--- config.mk ---
export PLATFORM = sky130hd
export DESIGN_NAME = fft_output_unloader
export DESIGN_NICKNAME = d
export VERILOG_FILES = /design/src/rtl/fft_pkg.sv /design/src/rtl/fft_unload_fifo2.sv /design/src/rtl/fft_output_unloader.sv
export SDC_FILE = /design/constraint.sdc
export NUM_CORES = 1
export LEC_CHECK = 0
export BUFFER_PORTS_ARGS = -buffer_cell sky130_fd_sc_hd__buf_2
export CAP_MARGIN = 10
export CORE_ASPECT_RATIO = 1.5
export CORE_MARGIN = 8
export CORE_UTILIZATION = 40
export CTS_CLUSTER_DIAMETER = 100
export DETAILED_ROUTE_END_ITERATION = 7
export PLACE_DENSITY = 0.71
export SLEW_MARGIN = 20
export SYNTH_ARGS = -nofsm -noshare
export SYNTH_HDL_FRONTEND = slang
export SYNTH_SLANG_ARGS = --single-unit
--- constraint.sdc ---
create_clock -name clk -period 2.5 [get_ports clk]
set_input_delay 0.5 -clock clk [delete_from_list [all_inputs] [get_ports clk]]
set_output_delay 0.5 -clock clk [all_outputs]
set_load 0.01 [all_outputs]
--- src/rtl/fft_pkg.sv ---
// Shared constants, index helpers and FSM state type for the FFT output unload path.
package fft_pkg;

  localparam int unsigned FFT_N      = 64;
  localparam int unsigned FFT_LOG2   = $clog2(FFT_N);
  localparam int unsigned BANK_DEPTH = FFT_N / 2;
  localparam int unsigned BANK_AW    = $clog2(BANK_DEPTH);

  typedef enum logic [1:0] {
    ST_IDLE  = 2'd0,
    ST_READ  = 2'd1,
    ST_DRAIN = 2'd2
  } unload_state_t;

  // Reverse the bit order of a 6-bit index.
  function automatic logic [5:0] bitrev6(input logic [5:0] v);
    logic [5:0] r;
    r = '0;
    for (int i = 0; i < 6; i++) begin
      r[i] = v[5-i];
    end
    return r;
  endfunction

  // Even parity of a 6-bit index; selects the bank holding that storage position.
  function automatic logic parity6(input logic [5:0] v);
    return ^v;
  endfunction

endpackage

--- src/rtl/fft_unload_fifo2.sv ---
// Two-entry FIFO with registered head and occupancy count, buffering returned bank reads.
module fft_unload_fifo2 #(
  parameter int unsigned W = 8
) (
  input  logic         clk,
  input  logic         rst,
  input  logic         push,
  input  logic [W-1:0] push_data,
  input  logic         pop,
  output logic [W-1:0] head,
  output logic         head_valid,
  output logic [1:0]   count
);

  logic [W-1:0] slot1;
  logic [W-1:0] head_nxt;
  logic [W-1:0] slot1_nxt;
  logic [1:0]   count_nxt;

  // Head only changes on a pop or when written into an empty FIFO, so it holds while stalled.
  always_comb begin
    head_nxt  = head;
    slot1_nxt = slot1;
    count_nxt = count;
    case ({push, pop})
      2'b10: begin
        if (count == 2'd0) begin
          head_nxt = push_data;
        end else begin
          slot1_nxt = push_data;
        end
        count_nxt = count + 2'd1;
      end
      2'b01: begin
        head_nxt  = slot1;
        count_nxt = count - 2'd1;
      end
      2'b11: begin
        if (count == 2'd1) begin
          head_nxt = push_data;
        end else begin
          head_nxt  = slot1;
          slot1_nxt = push_data;
        end
      end
      default: begin
      end
    endcase
  end

  always_ff @(posedge clk) begin
    if (rst) begin
      head       <= '0;
      slot1      <= '0;
      count      <= 2'd0;
      head_valid <= 1'b0;
    end else begin
      head       <= head_nxt;
      slot1      <= slot1_nxt;
      count      <= count_nxt;
      head_valid <= (count_nxt != 2'd0);
    end
  end

endmodule

--- src/rtl/fft_output_unloader.sv ---
// Reads a finished 64-point DIF frame out of the two result banks and streams it on valid/ready.
// UNLOAD_NATURAL_ORDER_EN: defined -> natural-order output; undefined -> storage (bit-reversed) order.
module fft_output_unloader
  import fft_pkg::*;
#(
  parameter int unsigned DW     = 32,
  parameter int unsigned N_LOG2 = 6
) (
  input  logic                clk,
  input  logic                rst,
  input  logic                output_start,
  output logic                re_b0,
  output logic [BANK_AW-1:0]  raddr_b0,
  input  logic [DW-1:0]       rdata_b0,
  output logic                re_b1,
  output logic [BANK_AW-1:0]  raddr_b1,
  input  logic [DW-1:0]       rdata_b1,
  output logic [DW-1:0]       dout,
  output logic                dout_valid,
  input  logic                dout_ready,
  output logic [FFT_LOG2-1:0] dout_idx,
  output logic                dout_last,
  output logic                busy,
  output logic                done,
  output logic                overrun
);

  localparam int unsigned   IW       = FFT_LOG2;
  localparam int unsigned   PW       = DW + IW + 1;
  localparam logic [IW-1:0] LAST_IDX = IW'((1 << N_LOG2) - 1);

  unload_state_t state;
  unload_state_t state_nxt;
  logic          done_nxt;

  logic [IW-1:0]      rd_cnt;
  logic [IW-1:0]      rd_pos;
  logic [IW-1:0]      out_idx;
  logic               rd_bank;
  logic [BANK_AW-1:0] rd_addr;
  logic               rd_is_last;

  logic               inflight;
  logic               inflight_bank;
  logic [IW-1:0]      inflight_idx;
  logic               inflight_last;

  logic [1:0]         fifo_count;
  logic [PW-1:0]      fifo_head;
  logic               fifo_valid;
  logic [PW-1:0]      push_data;
  logic               pop;
  logic [2:0]         credit;
  logic               issue;

  // Storage position and reported index for the current read counter.
`ifdef UNLOAD_NATURAL_ORDER_EN
  assign rd_pos  = bitrev6(rd_cnt);
  assign out_idx = rd_cnt;
`else
  assign rd_pos  = rd_cnt;
  assign out_idx = bitrev6(rd_cnt);
`endif

  assign rd_bank    = parity6(rd_pos);
  assign rd_addr    = rd_pos[IW-1:1];
  assign rd_is_last = (rd_cnt == LAST_IDX);

  // Credit check: buffered + in-flight samples, less the one leaving now, must leave room.
  assign pop    = fifo_valid && dout_ready;
  assign credit = 3'(fifo_count) + 3'(inflight) - 3'(pop);
  assign issue  = (state == ST_READ) && (credit < 3'd2);

  always_comb begin
    re_b0    = 1'b0;
    re_b1    = 1'b0;
    raddr_b0 = '0;
    raddr_b1 = '0;
    if (issue) begin
      if (rd_bank) begin
        re_b1    = 1'b1;
        raddr_b1 = rd_addr;
      end else begin
        re_b0    = 1'b1;
        raddr_b0 = rd_addr;
      end
    end
  end

  always_ff @(posedge clk) begin
    if (rst) begin
      state <= ST_IDLE;
    end else begin
      state <= state_nxt;
    end
  end

  always_comb begin
    state_nxt = state;
    done_nxt  = 1'b0;
    case (state)
      ST_IDLE: begin
        if (output_start) begin
          state_nxt = ST_READ;
        end
      end
      ST_READ: begin
        if (issue && rd_is_last) begin
          state_nxt = ST_DRAIN;
        end
      end
      ST_DRAIN: begin
        if (pop && dout_last) begin
          state_nxt = ST_IDLE;
          done_nxt  = 1'b1;
        end
      end
      default: begin
        state_nxt = ST_IDLE;
      end
    endcase
  end

  // Read counter saturates at the last index; the tag registers follow each issued read.
  always_ff @(posedge clk) begin
    if (rst) begin
      rd_cnt        <= '0;
      inflight      <= 1'b0;
      inflight_bank <= 1'b0;
      inflight_idx  <= '0;
      inflight_last <= 1'b0;
      busy          <= 1'b0;
      done          <= 1'b0;
      overrun       <= 1'b0;
    end else begin
      inflight <= issue;
      if (issue) begin
        inflight_bank <= rd_bank;
        inflight_idx  <= out_idx;
        inflight_last <= rd_is_last;
      end
      if ((state == ST_IDLE) && output_start) begin
        rd_cnt <= '0;
      end else if (issue && !rd_is_last) begin
        rd_cnt <= rd_cnt + IW'(1);
      end
      busy <= (state_nxt != ST_IDLE);
      done <= done_nxt;
      if (output_start && (state != ST_IDLE)) begin
        overrun <= 1'b1;
      end
    end
  end

  assign push_data = {(inflight_bank ? rdata_b1 : rdata_b0), inflight_idx, inflight_last};

  fft_unload_fifo2 #(
    .W (PW)
  ) u_fifo (
    .clk        (clk),
    .rst        (rst),
    .push       (inflight),
    .push_data  (push_data),
    .pop        (pop),
    .head       (fifo_head),
    .head_valid (fifo_valid),
    .count      (fifo_count)
  );

  assign dout       = fifo_head[PW-1 -: DW];
  assign dout_idx   = fifo_head[IW:1];
  assign dout_last  = fifo_head[0];
  assign dout_valid = fifo_valid;

endmodule
After elaboration in Yosys (flattened, before gate mapping):

Index checks and enable logic that the tools add are counted.

* register bits after elaboration: 101
* input port bits: 68
* logic and storage cells: 71

* add/subtract/negate cells: 5
* magnitude comparators: 1
* equality and inequality tests: 10
* multiplexer cells: 21
* bitwise gates (word level): 1
* reductions and logical operators: 20

Operators with widths (number)
* two-way mux 39 bit: 4
* one-hot mux 39 bit (3 select lines): 1
* one-hot mux 39 bit (2 select lines): 1
* two-way mux 32 bit: 1
* two-way mux 5 bit: 4
* nonzero test 2 bit: 4
* logical AND 1 bit: 7
* adder 6 x 1 -> 6 bit (second input constant): 1
* equality test 2 x 1 -> 1 bit (second input constant): 3
* equality test 2 bit (second input constant): 3
* equality test 6 bit (second input constant): 1
* two-way mux 2 bit: 3
* one-hot mux 2 bit (3 select lines): 1
* parity 6 bit: 1
* two-way mux 1 bit: 5
* logical NOT 2 bit: 2
* inequality test 2 bit (second input constant): 2
* one-hot mux 2 bit (2 select lines): 1
* OR reduction 2 bit: 2
* adder 2 x 1 -> 3 bit: 1
* less-than comparator 3 x 2 -> 1 bit (second input constant): 1
* AND reduction 3 bit: 1
* nonzero test 3 bit: 1
* subtractor 3 x 1 -> 3 bit: 1
* other kinds (6): 6

Depth between registers and ports, before layout:

* word-level depth: 8
* depth in mapped cells: 9
* mapped depth without buffers: 9

Modules after synthesis:

Synthesis repeated with hierarchy kept, for this count alone.

* cells, all modules: 601
* area, all modules: 5362.6 µm²

By module, submodules not included
* fft_unload_fifo2: times used 1, cells each 440, area each 3756.1 µm², sequential area each 1621.6 µm²
* fft_output_unloader: times used 1, cells each 161, area each 1606.5 µm², sequential area each 400.4 µm²

Least setup slack after synthesis:

Ideal clock, no wire load.

* kind: in2out
* start point: input dout_ready
* end point: output raddr_b0[0]
* arrival: 2.120 ns
* data required time: 2.000 ns
* setup slack: -0.120 ns
* stages on the path: 8
* buffers on the path: 0
* cell sequence: nand2_1 > nor2_1 > o21ai_0 > fa_1 > xor2_1 > nor2_1 > nand2_1 > nor2_1

* cells in the longest elaborated chain, start to end: 5

Ends and longest elaborated chain
* from (decl): line fft_output_unloader.sv:20 `input logic dout_ready,`
* logical AND 1 bit: line fft_output_unloader.sv:70 `assign pop = fifo_valid && dout_ready;`
* subtractor 3 x 1 -> 3 bit: line fft_output_unloader.sv:71 `assign credit = 3'(fifo_count) + 3'(inflight) - 3'(pop);`
* less-than comparator 3 x 2 -> 1 bit: line fft_output_unloader.sv:72 `assign issue = (state == ST_READ) && (credit < 3'd2);`
* logical AND 1 bit: line fft_output_unloader.sv:72
* two-way mux 5 bit: line fft_output_unloader.sv:79 `if (issue) begin`
* to (decl): line fft_output_unloader.sv:13 `output logic [BANK_AW-1:0] raddr_b0,`

Every way passes these cells.

Worst setup path in the final report:

* start point: register u_fifo.head_valid
* end point: output raddr_b1[4]

* cells in the longest elaborated chain, start to end: 5

Ends and longest elaborated chain
* from (decl): line fft_unload_fifo2.sv:11 `output logic head_valid,`
* from (signal assigned): line fft_unload_fifo2.sv:61 `head_valid <= (count_nxt != 2'd0);`
* logical AND 1 bit: line fft_output_unloader.sv:70
* subtractor 3 x 1 -> 3 bit: line fft_output_unloader.sv:71
* less-than comparator 3 x 2 -> 1 bit: line fft_output_unloader.sv:72
* logical AND 1 bit: line fft_output_unloader.sv:72
* two-way mux 5 bit: line fft_output_unloader.sv:79
* to (decl): line fft_output_unloader.sv:16 `output logic [BANK_AW-1:0] raddr_b1,`

Every way passes these cells.

==> results.sh <==
export IMPL_outcome="finished with violations"
export IMPL_violations="setup timing"
export IMPL_required_ns=2.00
export IMPL_drive_gt1_frac=0.409
export IMPL_numCtsBuffers=9
export IMPL_dieArea_um2=15400
export IMPL_synth_compound_area_frac=0.129
export IMPL_gr_usage_all_layers=0.149
export IMPL_die_w_um=104
export IMPL_critPathSlowestCell="fa_2"
export IMPL_drt_iter0_drc=148
export IMPL_syn_area_um2=4670
export IMPL_setup_viol=12
export IMPL_avgSynthCellArea_um2=9.74
export IMPL_initial_core_util=0.407
export IMPL_n_fill_cell=1063
export IMPL_tightest_slew_ns=0.912
export IMPL_routabilityCongestion=0.776
export IMPL_hpwl_um=8090
export IMPL_synth_cell_types=42
export IMPL_post_route_period_util=1.09
export IMPL_synth_top_family_by_area="simple AND/OR/NAND/NOR gates"
export IMPL_power_density_nw_per_um2=600
export IMPL_stdcell_count=763
export IMPL_relSlewSlack=0.392
export IMPL_num_nets_final=684
export IMPL_async_flop_share=0
export IMPL_wire_per_inst_um=15.6
export IMPL_num_vias=4010
export IMPL_grtUsageMet2=0.283
export IMPL_clockBufferDepth=2
export IMPL_cap_violations=0
export IMPL_numPortBuffers=122
export IMPL_root_buffer="clkbuf_16"
export IMPL_cts_max_level=3
export IMPL_clk_latency_ns=0.34
export IMPL_totalWireLength_um=11900
export IMPL_path_cells="nand2_4 -> inv_2 -> nor2_2 -> o21ai_2 -> fa_2 -> nand3b_1 -> nor2_4 -> nand2_2 -> nor2_1 -> buf_2"
export IMPL_synth_fa_ha_area_frac=0.0231
export IMPL_via_per_inst=5.26
export IMPL_cp_arrival_ns=2.23
export IMPL_synth_simple_area_share=0.178
export IMPL_antenna_found_initial=0
export IMPL_hold_path_class="reg -> reg"
export IMPL_syn_num_nets=555
export IMPL_yosysSeqAreaShare=0.433
export IMPL_busiest_layer="met2"
export IMPL_period_needed_ns=2.73
export IMPL_fin_worst_skew_ns=0.00719
export IMPL_ios=123
export IMPL_synth_edf_count=0
export IMPL_grt_pass1_wl_um=19400
export IMPL_diodes=0
export IMPL_p_leak_uw=0.00242
export IMPL_detail_route_antenna_nets=0
export IMPL_met3_usage=0.0407
export IMPL_synth_ff_latch_count=101
export IMPL_cts_sinks=101
export IMPL_max_freq_mhz=367
export IMPL_firstDrtPassIters=4
export IMPL_grt_overflow_total=0
export IMPL_core_area_um2=11500
export IMPL_clkTransAtPathRegs_ns=0.07
export IMPL_slowest_delay_ns=0.54
export IMPL_rows=48
export IMPL_multi_input_area_um2=2470
export IMPL_critical_path_endpoint_type="output pin"
export IMPL_synth_xor_area_frac=0.0166
export IMPL_cts_tree="built"
export IMPL_fin_tns_setup_ns=-2.22
export IMPL_crit_fanout=6
export IMPL_grt_pass1_vias=4220
export IMPL_synthToLayoutAreaGrowth_pct=27.1
export IMPL_drc=0
export IMPL_dpl_cell_count=735
export IMPL_synth_main_ff_cell="dfxtp_1"
export IMPL_ctsHoldBuffers=0
export IMPL_syn_inst=479
export IMPL_hold_violations=0
export IMPL_drv_slew=0
export IMPL_peakVddDrop_mv=0.303
export IMPL_cp_start_kind="flip-flop"
export IMPL_grt_max_degree=63
export IMPL_use_met1=0.151
export IMPL_ff_latch_area_um2=2030
export IMPL_yosys_warnings=0
export IMPL_worst_setup_path_type="reg -> out"
export IMPL_synth_mux_area_frac=0.168
export IMPL_die_h_um=148
export IMPL_layout_setup_ws_ns=-0.228
export IMPL_rsz0062_at_grt="yes"
## cell usage in the layout, fill, tap and decap left out, types with 2 or more instances in the layout
master / synthesis / final
mux2_2: 32 / 32
o21ai_0: 4 / 3
inv_2: 0 / 2
a221oi_1: 28 / 28
nand2_2: 0 / 6
xor2_1: 3 / 3
nand3_1: 3 / 3
ha_1: 7 / 7
nor2_4: 0 / 2
xnor2_1: 4 / 4
buf_2: 7 / 120
nor3_1: 30 / 30
clkbuf_16: 0 / 9
buf_6: 8 / 4
clkinvlp_4: 0 / 3
a21oi_1: 14 / 13
buf_4: 3 / 26
nand3b_1: 2 / 2
and3_1: 2 / 2
nand4_1: 2 / 2
buf_12: 0 / 4
nor3_2: 10 / 10
mux2i_1: 41 / 41
a221oi_2: 12 / 12
nor2_1: 101 / 97
nand2_1: 20 / 13
dfxtp_1: 101 / 99
nor2_2: 0 / 2
inv_1: 7 / 4
## metrics by stage
stage | cell area [um2] | setup slack, ns | util | power, uW | hold slack (ns)
final | 5930 | -0.228 | 0.517 | 3560 | 0.454
after global routing | 5930 | -0.340 | 0.517 | 3720 | 0.473
after CTS | 5900 | -0.249 | 0.514 | 3600 | 0.463
after detailed placement | 5470 | -0.234 | 0.476 | 2190 | 0.452
after global placement | 5470 | -0.142 | 0.476 | 2180 | 0.436
after floorplan | 4670 | -0.000794 | - | 2020 | 0.449
## path summary, 6_finish.rpt
path / from / end / slack (ns) / cells past startpoint
setup reg to reg: u_fifo.head_valid / rd_cnt[5] / 0.06 / 11
hold / removal: overrun / overrun / 0.45 / 2
setup / recovery: u_fifo.head_valid / raddr_b1[4] / -0.23 / 10
hold reg to reg: overrun / overrun / 0.45 / 2
## synthesized netlist by cell type, drive strengths merged (4+ instances only)
cell type  instances  area [um2]
dfxtp            101        2020
clkbuf            18        67.6
nand2             20        75.1
buf               18         148
a21oi             14        70.1
a221oi            40         425
nand3              4        32.5
mux2              32         360
o21ai              4        20.0
mux2i             42         424
nor3              40         250
ha                 7        87.6
nor2             101         379
inv                7        26.3
xnor2              5        51.3
## state kept, by name, summed over array words and instances, names as in the netlist
register and cells:
overrun 1, inflight_last 1, inflight_idx 6, inflight_bank 1, u_fifo.head 39, rd_cnt 6
inflight 1, u_fifo.slot1 39, state 2, busy 1, u_fifo.count 2, u_fifo.head_valid 1
done 1
## critical path: cells and delay by family (launching register included)
kind,cells,cell delay [ns]
adder cells (fa/ha/maj),1,0.54
AO/OA/AOI/OAI,1,0.06
buffers and inverters,2,0.18
flip-flops,1,0.34
AND/OR/NAND/NOR,6,0.77
## layer usage
metal / vias up / wire, um
li1: 1970 / -
met3: 16 / 664
met5: - / 0
met4: 0 / 163
met1: 1914 / 4610
met2: 110 / 6470
## cell type report
cell class / count / area share
repair buffers: 154 / 0.155
clock inverters: 7 / 0.0127
well taps: 150 / 0.0316
flip-flops and latches: 101 / 0.342
inverters: 7 / 0.00485
clock buffers: 9 / 0.0380
multi-input cells: 335 / 0.416
## cells by family after synthesis
group	after synthesis
XOR/XNOR	8
multiplexers	74
AND/OR/NAND/NOR	178
AO/OA/AOI/OAI	67
buffers and inverters	43
flip-flops	101
adder cells (fa/ha/maj)	8
## report_power, final
part / leakage (uW) / switching [uW] / internal, uW / total [uW]
Clock: 0.000138 / 614 / 779 / 1390
Sequential: 0.000822 / 36.6 / 1670 / 1710
Combinational: 0.00146 / 250 / 206 / 456
## timing repair
| action | in CTS | in global routing |
|---|---|---|
| gates resized for setup | 16 | 12 |
| setup buffers | 13 | 2 |
| setup endpoints to repair | 12 | 15 |
| pin swaps | 11 | 9 |
No activity file was read; power rests on OpenSTA's default activity.
